--- config.mk ---
export PLATFORM = sky130hd
export DESIGN_NAME = hazard_ctrl_flat
export DESIGN_NICKNAME = d
export VERILOG_FILES = /design/src/rtl/pipe_ctrl_pkg.sv /design/src/rtl/hazard_ctrl_if.sv /design/src/rtl/muldiv_seq.sv /design/src/rtl/hazard_ctrl.sv /design/src/flat_wrapper.sv
export SDC_FILE = /design/constraint.sdc
export NUM_CORES = 1
export LEC_CHECK = 0
export BUFFER_PORTS_ARGS = -buffer_cell sky130_fd_sc_hd__buf_2
export CAP_MARGIN = 10
export CORE_ASPECT_RATIO = 0.75
export CORE_MARGIN = 2
export CORE_UTILIZATION = 57
export CTS_BUF_LIST = sky130_fd_sc_hd__clkbuf_4
export DETAILED_ROUTE_END_ITERATION = 10
export HOLD_SLACK_MARGIN = 0.06
export PLACE_DENSITY = 0.95
export REMOVE_ABC_BUFFERS = 1
export SLEW_MARGIN = 15
export SYNTH_ARGS = -nofsm -noshare
export SYNTH_HDL_FRONTEND = slang
export SYNTH_SLANG_ARGS = --single-unit
--- constraint.sdc ---
create_clock -name clk -period 4.5 [get_ports clk]
set_input_delay 1.35 -clock clk [delete_from_list [all_inputs] [get_ports clk]]
set_output_delay 1.35 -clock clk [all_outputs]
set_load 0.005 [all_outputs]
--- src/rtl/pipe_ctrl_pkg.sv ---
// rtl/pipe_ctrl_pkg.sv - shared pipeline-control types and defaults for hazard and forwarding logic
package pipe_ctrl_pkg;

    // Mul/div sequencer states
    typedef enum logic {
        MD_IDLE = 1'b0,
        MD_RUN  = 1'b1
    } md_state_e;

    // Default mul/div latencies in cycles
    localparam int MUL_CYCLES_DEF = 4;
    localparam int DIV_CYCLES_DEF = 32;

    // Forwarding mux selects, shared with the forwarding unit
    typedef enum logic [1:0] {
        FWD_NONE = 2'b00,
        FWD_WB   = 2'b01,
        FWD_MEM  = 2'b10
    } fwd_sel_e;

    function automatic int max_int(input int a, input int b);
        return (a > b) ? a : b;
    endfunction

endpackage

--- src/rtl/hazard_ctrl_if.sv ---
// rtl/hazard_ctrl_if.sv - pipeline-side signal bundle for the hazard controller
interface hazard_ctrl_if #(
    parameter int CNT_W = 16
);
    logic [4:0]       IF_ID_RS;
    logic [4:0]       IF_ID_RT;
    logic             IF_ID_UsesRT;
    logic             ID_IsMulDiv;
    logic             ID_IsDiv;
    logic             ID_ReadsHiLo;
    logic             ID_EX_MemRead;
    logic [4:0]       ID_EX_RT;
    logic             EX_BranchTaken;
    logic             MEM_Ready;

    logic             PC_Write;
    logic             IF_ID_Write;
    logic             ID_EX_Write;
    logic             EX_MEM_Write;
    logic             MEM_WB_Write;
    logic             IF_ID_Flush;
    logic             ID_EX_Flush;
    logic             MD_Start;
    logic             MD_Busy;
    logic [CNT_W-1:0] StallCnt;
    logic [CNT_W-1:0] FlushCnt;

    // Pipeline side: presents decode/hazard information, consumes enables
    modport master (
        output IF_ID_RS, IF_ID_RT, IF_ID_UsesRT, ID_IsMulDiv, ID_IsDiv, ID_ReadsHiLo,
               ID_EX_MemRead, ID_EX_RT, EX_BranchTaken, MEM_Ready,
        input  PC_Write, IF_ID_Write, ID_EX_Write, EX_MEM_Write, MEM_WB_Write,
               IF_ID_Flush, ID_EX_Flush, MD_Start, MD_Busy, StallCnt, FlushCnt
    );

    // Hazard controller side
    modport slave (
        input  IF_ID_RS, IF_ID_RT, IF_ID_UsesRT, ID_IsMulDiv, ID_IsDiv, ID_ReadsHiLo,
               ID_EX_MemRead, ID_EX_RT, EX_BranchTaken, MEM_Ready,
        output PC_Write, IF_ID_Write, ID_EX_Write, EX_MEM_Write, MEM_WB_Write,
               IF_ID_Flush, ID_EX_Flush, MD_Start, MD_Busy, StallCnt, FlushCnt
    );
endinterface

--- src/rtl/muldiv_seq.sv ---
// rtl/muldiv_seq.sv - mul/div busy sequencer: launch loads a latency down-counter
module muldiv_seq
    import pipe_ctrl_pkg::*;
#(
    parameter int MUL_CYCLES = MUL_CYCLES_DEF,
    parameter int DIV_CYCLES = DIV_CYCLES_DEF
) (
    input  logic clk,
    input  logic rst,
    input  logic start,
    input  logic is_div,
    output logic busy
);
    localparam int CW = $clog2(max_int(MUL_CYCLES, DIV_CYCLES) + 1);

    md_state_e      state_q, state_d;
    logic [CW-1:0]  cnt_q, cnt_d;

    // Next state: runs independently of pipeline freeze; leaves RUN after the count==1 cycle
    always_comb begin
        state_d = state_q;
        cnt_d   = cnt_q;
        case (state_q)
            MD_IDLE: begin
                if (start) begin
                    state_d = MD_RUN;
                    cnt_d   = is_div ? CW'(DIV_CYCLES) : CW'(MUL_CYCLES);
                end
            end
            MD_RUN: begin
                cnt_d = cnt_q - CW'(1);
                if (cnt_q == CW'(1)) begin
                    state_d = MD_IDLE;
                end
            end
            default: begin
                state_d = MD_IDLE;
                cnt_d   = '0;
            end
        endcase
    end

    // State and counter registers
    always_ff @(posedge clk) begin
        if (rst) begin
            state_q <= MD_IDLE;
            cnt_q   <= '0;
        end else begin
            state_q <= state_d;
            cnt_q   <= cnt_d;
        end
    end

    assign busy = (state_q == MD_RUN);

endmodule

--- src/rtl/hazard_ctrl.sv ---
// rtl/hazard_ctrl.sv - pipeline hazard priority logic, mul/div sequencing and perf counters
module hazard_ctrl
    import pipe_ctrl_pkg::*;
#(
    parameter int MUL_CYCLES = MUL_CYCLES_DEF,
    parameter int DIV_CYCLES = DIV_CYCLES_DEF,
    parameter int CNT_W      = 16
) (
    input  logic         clk,
    input  logic         rst,
    hazard_ctrl_if.slave bus
);
    logic             load_use;
    logic             md_hazard;
    logic             stall_act;
    logic             flush_act;
    logic             md_start;
    logic             md_busy;
    logic [CNT_W-1:0] stall_cnt_q, stall_cnt_d;
    logic [CNT_W-1:0] flush_cnt_q, flush_cnt_d;

    // Hazard detection and priority: rst > freeze > branch > stall > normal
    always_comb begin
        load_use  = bus.ID_EX_MemRead && (bus.ID_EX_RT != 5'd0) &&
                    ((bus.ID_EX_RT == bus.IF_ID_RS) ||
                     (bus.IF_ID_UsesRT && (bus.ID_EX_RT == bus.IF_ID_RT)));
        md_hazard = md_busy && (bus.ID_IsMulDiv || bus.ID_ReadsHiLo);
        stall_act = 1'b0;
        flush_act = 1'b0;
        md_start  = 1'b0;

        bus.PC_Write     = 1'b1;
        bus.IF_ID_Write  = 1'b1;
        bus.ID_EX_Write  = 1'b1;
        bus.EX_MEM_Write = 1'b1;
        bus.MEM_WB_Write = 1'b1;
        bus.IF_ID_Flush  = 1'b0;
        bus.ID_EX_Flush  = 1'b0;

        if (rst) begin
            bus.PC_Write     = 1'b0;
            bus.IF_ID_Write  = 1'b0;
            bus.ID_EX_Write  = 1'b0;
            bus.EX_MEM_Write = 1'b0;
            bus.MEM_WB_Write = 1'b0;
            bus.IF_ID_Flush  = 1'b1;
            bus.ID_EX_Flush  = 1'b1;
        end else if (!bus.MEM_Ready) begin
            bus.PC_Write     = 1'b0;
            bus.IF_ID_Write  = 1'b0;
            bus.ID_EX_Write  = 1'b0;
            bus.EX_MEM_Write = 1'b0;
            bus.MEM_WB_Write = 1'b0;
        end else if (bus.EX_BranchTaken) begin
            // ID instruction is killed, so it never launches the mul/div unit
            bus.IF_ID_Flush  = 1'b1;
            bus.ID_EX_Flush  = 1'b1;
            flush_act        = 1'b1;
        end else if (load_use || md_hazard) begin
            bus.PC_Write     = 1'b0;
            bus.IF_ID_Write  = 1'b0;
            bus.ID_EX_Flush  = 1'b1;
            stall_act        = 1'b1;
        end else begin
            md_start         = bus.ID_IsMulDiv;
        end

        bus.MD_Start = md_start;
    end

    // Saturating counters: one increment per qualifying cycle, never wrap
    always_comb begin
        stall_cnt_d = stall_cnt_q;
        flush_cnt_d = flush_cnt_q;
        if (stall_act && !(&stall_cnt_q)) begin
            stall_cnt_d = stall_cnt_q + CNT_W'(1);
        end
        if (flush_act && !(&flush_cnt_q)) begin
            flush_cnt_d = flush_cnt_q + CNT_W'(1);
        end
    end

    // Counter registers
    always_ff @(posedge clk) begin
        if (rst) begin
            stall_cnt_q <= '0;
            flush_cnt_q <= '0;
        end else begin
            stall_cnt_q <= stall_cnt_d;
            flush_cnt_q <= flush_cnt_d;
        end
    end

    muldiv_seq #(
        .MUL_CYCLES (MUL_CYCLES),
        .DIV_CYCLES (DIV_CYCLES)
    ) u_muldiv_seq (
        .clk    (clk),
        .rst    (rst),
        .start  (md_start),
        .is_div (bus.ID_IsDiv),
        .busy   (md_busy)
    );

    assign bus.MD_Busy  = md_busy;
    assign bus.StallCnt = stall_cnt_q;
    assign bus.FlushCnt = flush_cnt_q;

endmodule

--- src/flat_wrapper.sv ---
// flat-port wrapper written by rule: the top's interface ports become plain ports
module hazard_ctrl_flat import pipe_ctrl_pkg::*;
#(
    parameter int MUL_CYCLES = MUL_CYCLES_DEF,
    parameter int DIV_CYCLES = DIV_CYCLES_DEF,
    parameter int CNT_W      = 16
)
  (clk, rst, bus_IF_ID_RS, bus_IF_ID_RT, bus_IF_ID_UsesRT, bus_ID_IsMulDiv, bus_ID_IsDiv, bus_ID_ReadsHiLo, bus_ID_EX_MemRead, bus_ID_EX_RT, bus_EX_BranchTaken, bus_MEM_Ready, bus_PC_Write, bus_IF_ID_Write, bus_ID_EX_Write, bus_EX_MEM_Write, bus_MEM_WB_Write, bus_IF_ID_Flush, bus_ID_EX_Flush, bus_MD_Start, bus_MD_Busy, bus_StallCnt, bus_FlushCnt);
  hazard_ctrl_if #(.CNT_W(CNT_W)) bus_i ();
  input  logic clk;
  input  logic rst;
  input wire logic [$bits(bus_i.IF_ID_RS)-1:0] bus_IF_ID_RS;
  input wire logic [$bits(bus_i.IF_ID_RT)-1:0] bus_IF_ID_RT;
  input wire logic [$bits(bus_i.IF_ID_UsesRT)-1:0] bus_IF_ID_UsesRT;
  input wire logic [$bits(bus_i.ID_IsMulDiv)-1:0] bus_ID_IsMulDiv;
  input wire logic [$bits(bus_i.ID_IsDiv)-1:0] bus_ID_IsDiv;
  input wire logic [$bits(bus_i.ID_ReadsHiLo)-1:0] bus_ID_ReadsHiLo;
  input wire logic [$bits(bus_i.ID_EX_MemRead)-1:0] bus_ID_EX_MemRead;
  input wire logic [$bits(bus_i.ID_EX_RT)-1:0] bus_ID_EX_RT;
  input wire logic [$bits(bus_i.EX_BranchTaken)-1:0] bus_EX_BranchTaken;
  input wire logic [$bits(bus_i.MEM_Ready)-1:0] bus_MEM_Ready;
  output wire logic [$bits(bus_i.PC_Write)-1:0] bus_PC_Write;
  output wire logic [$bits(bus_i.IF_ID_Write)-1:0] bus_IF_ID_Write;
  output wire logic [$bits(bus_i.ID_EX_Write)-1:0] bus_ID_EX_Write;
  output wire logic [$bits(bus_i.EX_MEM_Write)-1:0] bus_EX_MEM_Write;
  output wire logic [$bits(bus_i.MEM_WB_Write)-1:0] bus_MEM_WB_Write;
  output wire logic [$bits(bus_i.IF_ID_Flush)-1:0] bus_IF_ID_Flush;
  output wire logic [$bits(bus_i.ID_EX_Flush)-1:0] bus_ID_EX_Flush;
  output wire logic [$bits(bus_i.MD_Start)-1:0] bus_MD_Start;
  output wire logic [$bits(bus_i.MD_Busy)-1:0] bus_MD_Busy;
  output wire logic [$bits(bus_i.StallCnt)-1:0] bus_StallCnt;
  output wire logic [$bits(bus_i.FlushCnt)-1:0] bus_FlushCnt;
  assign bus_i.IF_ID_RS = bus_IF_ID_RS;
  assign bus_i.IF_ID_RT = bus_IF_ID_RT;
  assign bus_i.IF_ID_UsesRT = bus_IF_ID_UsesRT;
  assign bus_i.ID_IsMulDiv = bus_ID_IsMulDiv;
  assign bus_i.ID_IsDiv = bus_ID_IsDiv;
  assign bus_i.ID_ReadsHiLo = bus_ID_ReadsHiLo;
  assign bus_i.ID_EX_MemRead = bus_ID_EX_MemRead;
  assign bus_i.ID_EX_RT = bus_ID_EX_RT;
  assign bus_i.EX_BranchTaken = bus_EX_BranchTaken;
  assign bus_i.MEM_Ready = bus_MEM_Ready;
  assign bus_PC_Write = bus_i.PC_Write;
  assign bus_IF_ID_Write = bus_i.IF_ID_Write;
  assign bus_ID_EX_Write = bus_i.ID_EX_Write;
  assign bus_EX_MEM_Write = bus_i.EX_MEM_Write;
  assign bus_MEM_WB_Write = bus_i.MEM_WB_Write;
  assign bus_IF_ID_Flush = bus_i.IF_ID_Flush;
  assign bus_ID_EX_Flush = bus_i.ID_EX_Flush;
  assign bus_MD_Start = bus_i.MD_Start;
  assign bus_MD_Busy = bus_i.MD_Busy;
  assign bus_StallCnt = bus_i.StallCnt;
  assign bus_FlushCnt = bus_i.FlushCnt;
  hazard_ctrl #(.MUL_CYCLES(MUL_CYCLES), .DIV_CYCLES(DIV_CYCLES), .CNT_W(CNT_W)) u_core (.clk(clk), .rst(rst), .bus(bus_i));
endmodule
Yosys cells after proc, flatten, opt, wreduce, memory -nomap -nowiden

Cells that the tools add are included.

Bits in registers: 39
Input port bits: 24
Logic and storage cells: 53

$add $sub $neg: 3
Equality and inequality tests: 4
Muxes and demuxes: 27
Bitwise gates (word level): 1
Reduce and logical (&&, ||, !) cells: 14

Operators with widths:

| operator                | number |
|---|---|
| $add A16 B1 Y16 const B | 2 |
| $reduce_and A16 Y1      | 2 |
| $mux W1                 | 23 |
| $mux W6                 | 2 |
| $pmux W6 S2             | 1 |
| $eq A5 B5 Y1            | 2 |
| $eq A6 B1 Y1 const B    | 1 |
| $logic_and A1 B1 Y1     | 6 |
| $sub A6 B1 Y6 const B   | 1 |
| $reduce_bool A5 Y1      | 1 |
| $logic_or A1 B1 Y1      | 3 |
| $logic_not A1 Y1        | 2 |
| $ne A2 B2 Y1 const B    | 1 |
| $pmux W1 S2             | 1 |
| $not A1 Y1              | 1 |

Depth between registers and ports, before layout

Depth after elaboration: 11
Gate-level depth with buffers: 8
Gate-level depth less buffers: 7

Cells and area by module

From an unflattened synthesis, not the netlist that was laid out.

Cell total of the unflattened synthesis: 256
Area total of the unflattened synthesis: 2190.9 µm²

Modules (own cells, without submodules):

| module      | instances | cells each | area an instance (µm²) | sequential area each (µm²) |
|---|---|---|---|---|
| hazard_ctrl | 1         | 214        | 1816.7                 | 640.6 |
| muldiv_seq  | 1         | 42         | 374.1                  | 140.1 |

Worst setup path after synthesis

Ideal clock, no wire load.

Path type: input -> output
Start point: in bus_ID_EX_RT[0]
End point: out bus_PC_Write
Arrival: 2.500 ns
Required time: 3.150 ns
Path slack: 0.650 ns
Stages on the path: 5
Cell sequence: or4_4 > o21ai_4 > o21a_4 > o21a_1 > buf_4

Word-level cells in the longest chain between the ends: 9
Elaborated cells between the ends (all ways): 12
Classes of those cells: eq/ne: 2; mux: 4; reduce/logical: 6

RTL lines:

| what                     | line               | RTL |
|---|---|---|
| start: declaration       | flat_wrapper.sv:19 | `input wire logic [$bits(bus_i.ID_EX_RT)-1:0] bus_ID_EX_RT;` |
| $eq A5 B5 Y1             | hazard_ctrl.sv:26  | `(bus.IF_ID_UsesRT && (bus.ID_EX_RT == bus.IF_ID_RT)));` |
| $logic_and A1 B1 Y1      | hazard_ctrl.sv:26  |  |
| $logic_or A1 B1 Y1       | hazard_ctrl.sv:25  | `((bus.ID_EX_RT == bus.IF_ID_RS) \|\|` |
| $logic_and A1 B1 Y1 (*)  | hazard_ctrl.sv:24  | `load_use = bus.ID_EX_MemRead && (bus.ID_EX_RT != 5'd0) &&` |
| $logic_or A1 B1 Y1 (*)   | hazard_ctrl.sv:59  | `end else if (load_use \|\| md_hazard) begin` |
| $mux W1 (*) (4 in a row) | --                 |  |
| end: declaration         | flat_wrapper.sv:22 | `output wire logic [$bits(bus_i.PC_Write)-1:0] bus_PC_Write;` |

Every way passes the cells marked *; elsewhere a longest branch is shown, timed or not.

Worst setup path after layout

Start point: in bus_ID_EX_RT[0]
End point: out bus_ID_EX_Flush

Word-level cells in the longest chain between the ends: 9
Elaborated cells between the ends (all ways): 12
Classes of those cells: eq/ne: 2; mux: 4; reduce/logical: 6

RTL lines:

| what                    | line               | RTL |
|---|---|---|
| $eq A5 B5 Y1            | hazard_ctrl.sv:26  |  |
| $logic_and A1 B1 Y1     | hazard_ctrl.sv:26  |  |
| $logic_or A1 B1 Y1      | hazard_ctrl.sv:25  |  |
| $logic_and A1 B1 Y1 (*) | hazard_ctrl.sv:24  |  |
| $logic_or A1 B1 Y1 (*)  | hazard_ctrl.sv:59  |  |
| $mux W1 (*)             | hazard_ctrl.sv:59  |  |
| $mux W1 (*)             | hazard_ctrl.sv:54  | `end else if (bus.EX_BranchTaken) begin` |
| $mux W1 (*)             | hazard_ctrl.sv:48  | `end else if (!bus.MEM_Ready) begin` |
| $mux W1 (*)             | hazard_ctrl.sv:40  | `if (rst) begin` |
| end: declaration        | flat_wrapper.sv:28 | `output wire logic [$bits(bus_i.ID_EX_Flush)-1:0] bus_ID_EX_Flush;` |

Marked as above.

==> summary.txt <==
Timing
  • Post-route minimum period: between 4000 and 5000 ps
  • Hold_ws: 487.3 ps
  • Least-Margin Pin Slew: just under 500 ps
  • Worst relative slew slack: 67.43%
  • Max Slew Vio Count: 0
  • RSZ-0062 raised after global routing: no
  • Period Utilization, post-route: 93.45%
  • Setup TNS: 0 ps
  • # setup viols final: 0
  • Clock Skew: a little over 10 ps
  • Fmax: about 240 MHz
  • Final Hold Viols: 0

Worst setup path
  • Setup CP Type: in2out
  • WP buf/inv: 2
  • Worst r2r path cells: 7
  • Crit end category: output pin
  • Critical path startpoint category: primary input
  • Slowest stage delay, CP: around 550 ps
  • Data required, critical path: ~3200 ps
  • Critical path depth: 7
  • WP data arrival: 2860 ps
  • CP max FO: 8
  • Cells along the critical path: buf_2, or4_4, o21ai_4, o21ai_2, o21ai_0, nand2b_1, buf_2
  • Most frequent CP cell: buf_2
  • Kind of cell adding the most delay to the critical path: compound AO/OA/AOI/OAI gates
  • CP max stage cell: or4_4

Finish
  • Layout cells sized above 1: approximately 28%
  • Synth-to-Final Area Change: 20.42%
  • Fillers: 297
  • Layout Cells excl Fill: 373
  • Diode count: 0
  • Final Util: 71.74%
  • Layout Nets: 348

Run
  • Max-cap viol count: 0

Routing
  • Drt first pass iters: 4
  • DRT Wirelength: 5160 um
  • Starting DRT DRC Count: ~140
  • Drt wl/cell: 13.83 um
  • Remaining DRCs: 0
  • DR vias/cell: 5.702
  • Vias: 2127
  • Antenna Violating Nets Remaining: 0

Floorplanning
  • DIE WIDTH: 75.43 um
  • CORE AREA: roughly 3700 sq um
  • Area of the die: roughly 4300 sq um
  • # IOs: 65
  • Row cnt: 19
  • Initial Util: 59.57%
  • Chip Height: 57.57 um

Outcome
  • Outcome: finished clean

Clocking
  • CTS tree: yes
  • # resized after CTS: 0
  • Root Driver: clkbuf_4
  • Setup Buffers After CTS: 0
  • Max clock buf depth: 2
  • H-tree depth: 2
  • Worst-path clk slew: 110 ps
  • Clock latency on the worst-skew pair: 370 ps
  • Number of CTS-inserted buffers: 5
  • Num Clock Sinks: 39
  • # hold bufs at CTS: 0

Synth
  • Synth area leader: dfxtp_1
  • Ys async rst share: 0%
  • Synth Instances: between 200 and 300
  • Commonest cells in the synthesized netlist: dfxtp_1 (39), nor2_1 (30), nand2_1 (19), xnor2_1 (19), a21oi_1 (16)
  • Area share of the largest cell type after synthesis: a little over a third
  • EDFF count, synth: 0
  • Main area contributors after synthesis: dfxtp_1 (36%), xnor2_1 (7.6%), nor2_1 (5.2%), a21oi_1 (3.7%), nand3_1 (3.4%)
  • Synth warn: 0
  • Most used DFF post-synth: dfxtp_1
  • Yosys reg bits: 39
  • Mean Syn Cell Area: 8.453 sq um
  • Most common cell in the synthesized netlist: dfxtp_1
  • Post-synth cell types: 57
  • Mapped Area: 2181 sq um
  • Sequential area share after synthesis: 35.80%

Power
  • Sequential share of power: 49.1%
  • Switching Share: 22.25%
  • Combinational Power Share: 9.2%
  • Net switching power: 159.8 uW
  • Leak: 1.048 nW
  • P_int: 558.6 uW
  • Power Dens Cells: around 270 nW/um^2
  • Power share of the clock group: 41.7%
  • Max VDD drop: about 0.20 mV

Placement
  • I/O Buffers: between 60 and 70
  • Placer Congestion: 0.7631
  • Inst Count DP: 365
  • Detailed Place HPWL: about 3800 um

GRT
  • Largest net degree at the start of global routing: 43
  • First-pass GRT wire length: around 8400 um
  • GRT Total Usage: 25.12%
  • Initial antenna violation count: 0
  • Vias in the first global route: 1980
  • Total congestion overflow: 0

Hold path
  • Hold path cells: 2
  • Type of the worst min-delay path: reg2reg
-- routing by layer --
layer | wire length [um] | track usage, %
met1 | 2243 | 30.42
met2 | 2508 | 43.11
met5 | 0 | 0
met3 | 337 | 7.951
met4 | 70 | 6.266
-- stage by stage --
step                worst slack [ps]  power (mW)  cell area (sq um)
global route                   233.1      0.7436               2626
floorplan                      698.6      0.3935               2121
finish                         294.6      0.7184               2626
CTS                            291.4      0.7215               2626
detailed placement             305.2      0.4264               2521
global placement               331.2      0.4240               2521
-- layout by cell type (no fill, tap or decap), drive strengths merged, types with 9 or more instances in the layout --
cell,instances
dfxtp,39
nor2,30
inv,10
xnor2,20
a21oi,16
buf,66
nand3,15
nand2,20
o21ai,11
nand4,9
-- registers in the layout, summed over array words and instances, names as in the netlist --
name                       flops
u_core.bus.StallCnt           16
u_core.bus.FlushCnt           16
u_core.u_muldiv_seq.cnt_q      6
u_core.u_muldiv_seq.busy       1
-- area by class of cell --
type	instances	area, sq um	share of cell area, %
inverters	10	37.54	1.429
clock buffers	6	45.04	1.715
multi-input cells	198	1303	49.60
flip-flops and latches	39	780.7	29.73
well taps	52	65.06	2.477
repair buffers	66	335.3	12.77
clock inverters	2	60.06	2.287
-- cell families (layout without fill, tap and decap cells) --
kind of cell | Yosys count | after routing | share of synthesized area, %
simple gates | 116 | 116 | 29.32
compound gates | 50 | 50 | 16.47
flops | 39 | 39 | 35.80
xor+xnor | 27 | 27 | 11.19
buf+inv | 21 | 84 | 4.475
fa+ha+maj | 4 | 4 | 2.295
mux | 1 | 1 | 0.4590
-- worst reg2reg max path, stage by stage (launching register included) --
cell and delay, ps:
dfxtp_1 410, ha_1 220, nand3_1 250, nor4_2 520
a221oi_2 120, nand2_2 270, mux2i_1 230, nor2_1 50
-- path summary, 6_finish.rpt --
path	start	end	slack (ps)
worst min register to register	u_core.u_muldiv_seq.cnt_q[2]	u_core.u_muldiv_seq.cnt_q[2]	490
worst max-delay path	bus_ID_EX_RT[0]	bus_ID_EX_Flush	290
worst min-delay path	u_core.u_muldiv_seq.cnt_q[2]	u_core.u_muldiv_seq.cnt_q[2]	490
worst max register to register	u_core.bus.StallCnt[0]	u_core.bus.StallCnt[1]	2320
-- power by group through the flow --
| stage | clock, mW | sequential (mW) | combinational [mW] |
|---|---|---|---|
| floorplan | 0 | 0.360 | 0.0335 |
| global placement | 0 | 0.361 | 0.0635 |
| detailed placement | 0 | 0.361 | 0.0656 |
| CTS | 0.302 | 0.353 | 0.0662 |
| global route | 0.317 | 0.354 | 0.0722 |
| finish | 0.300 | 0.353 | 0.0658 |
Note: power is estimated with default switching activity, not from simulation.
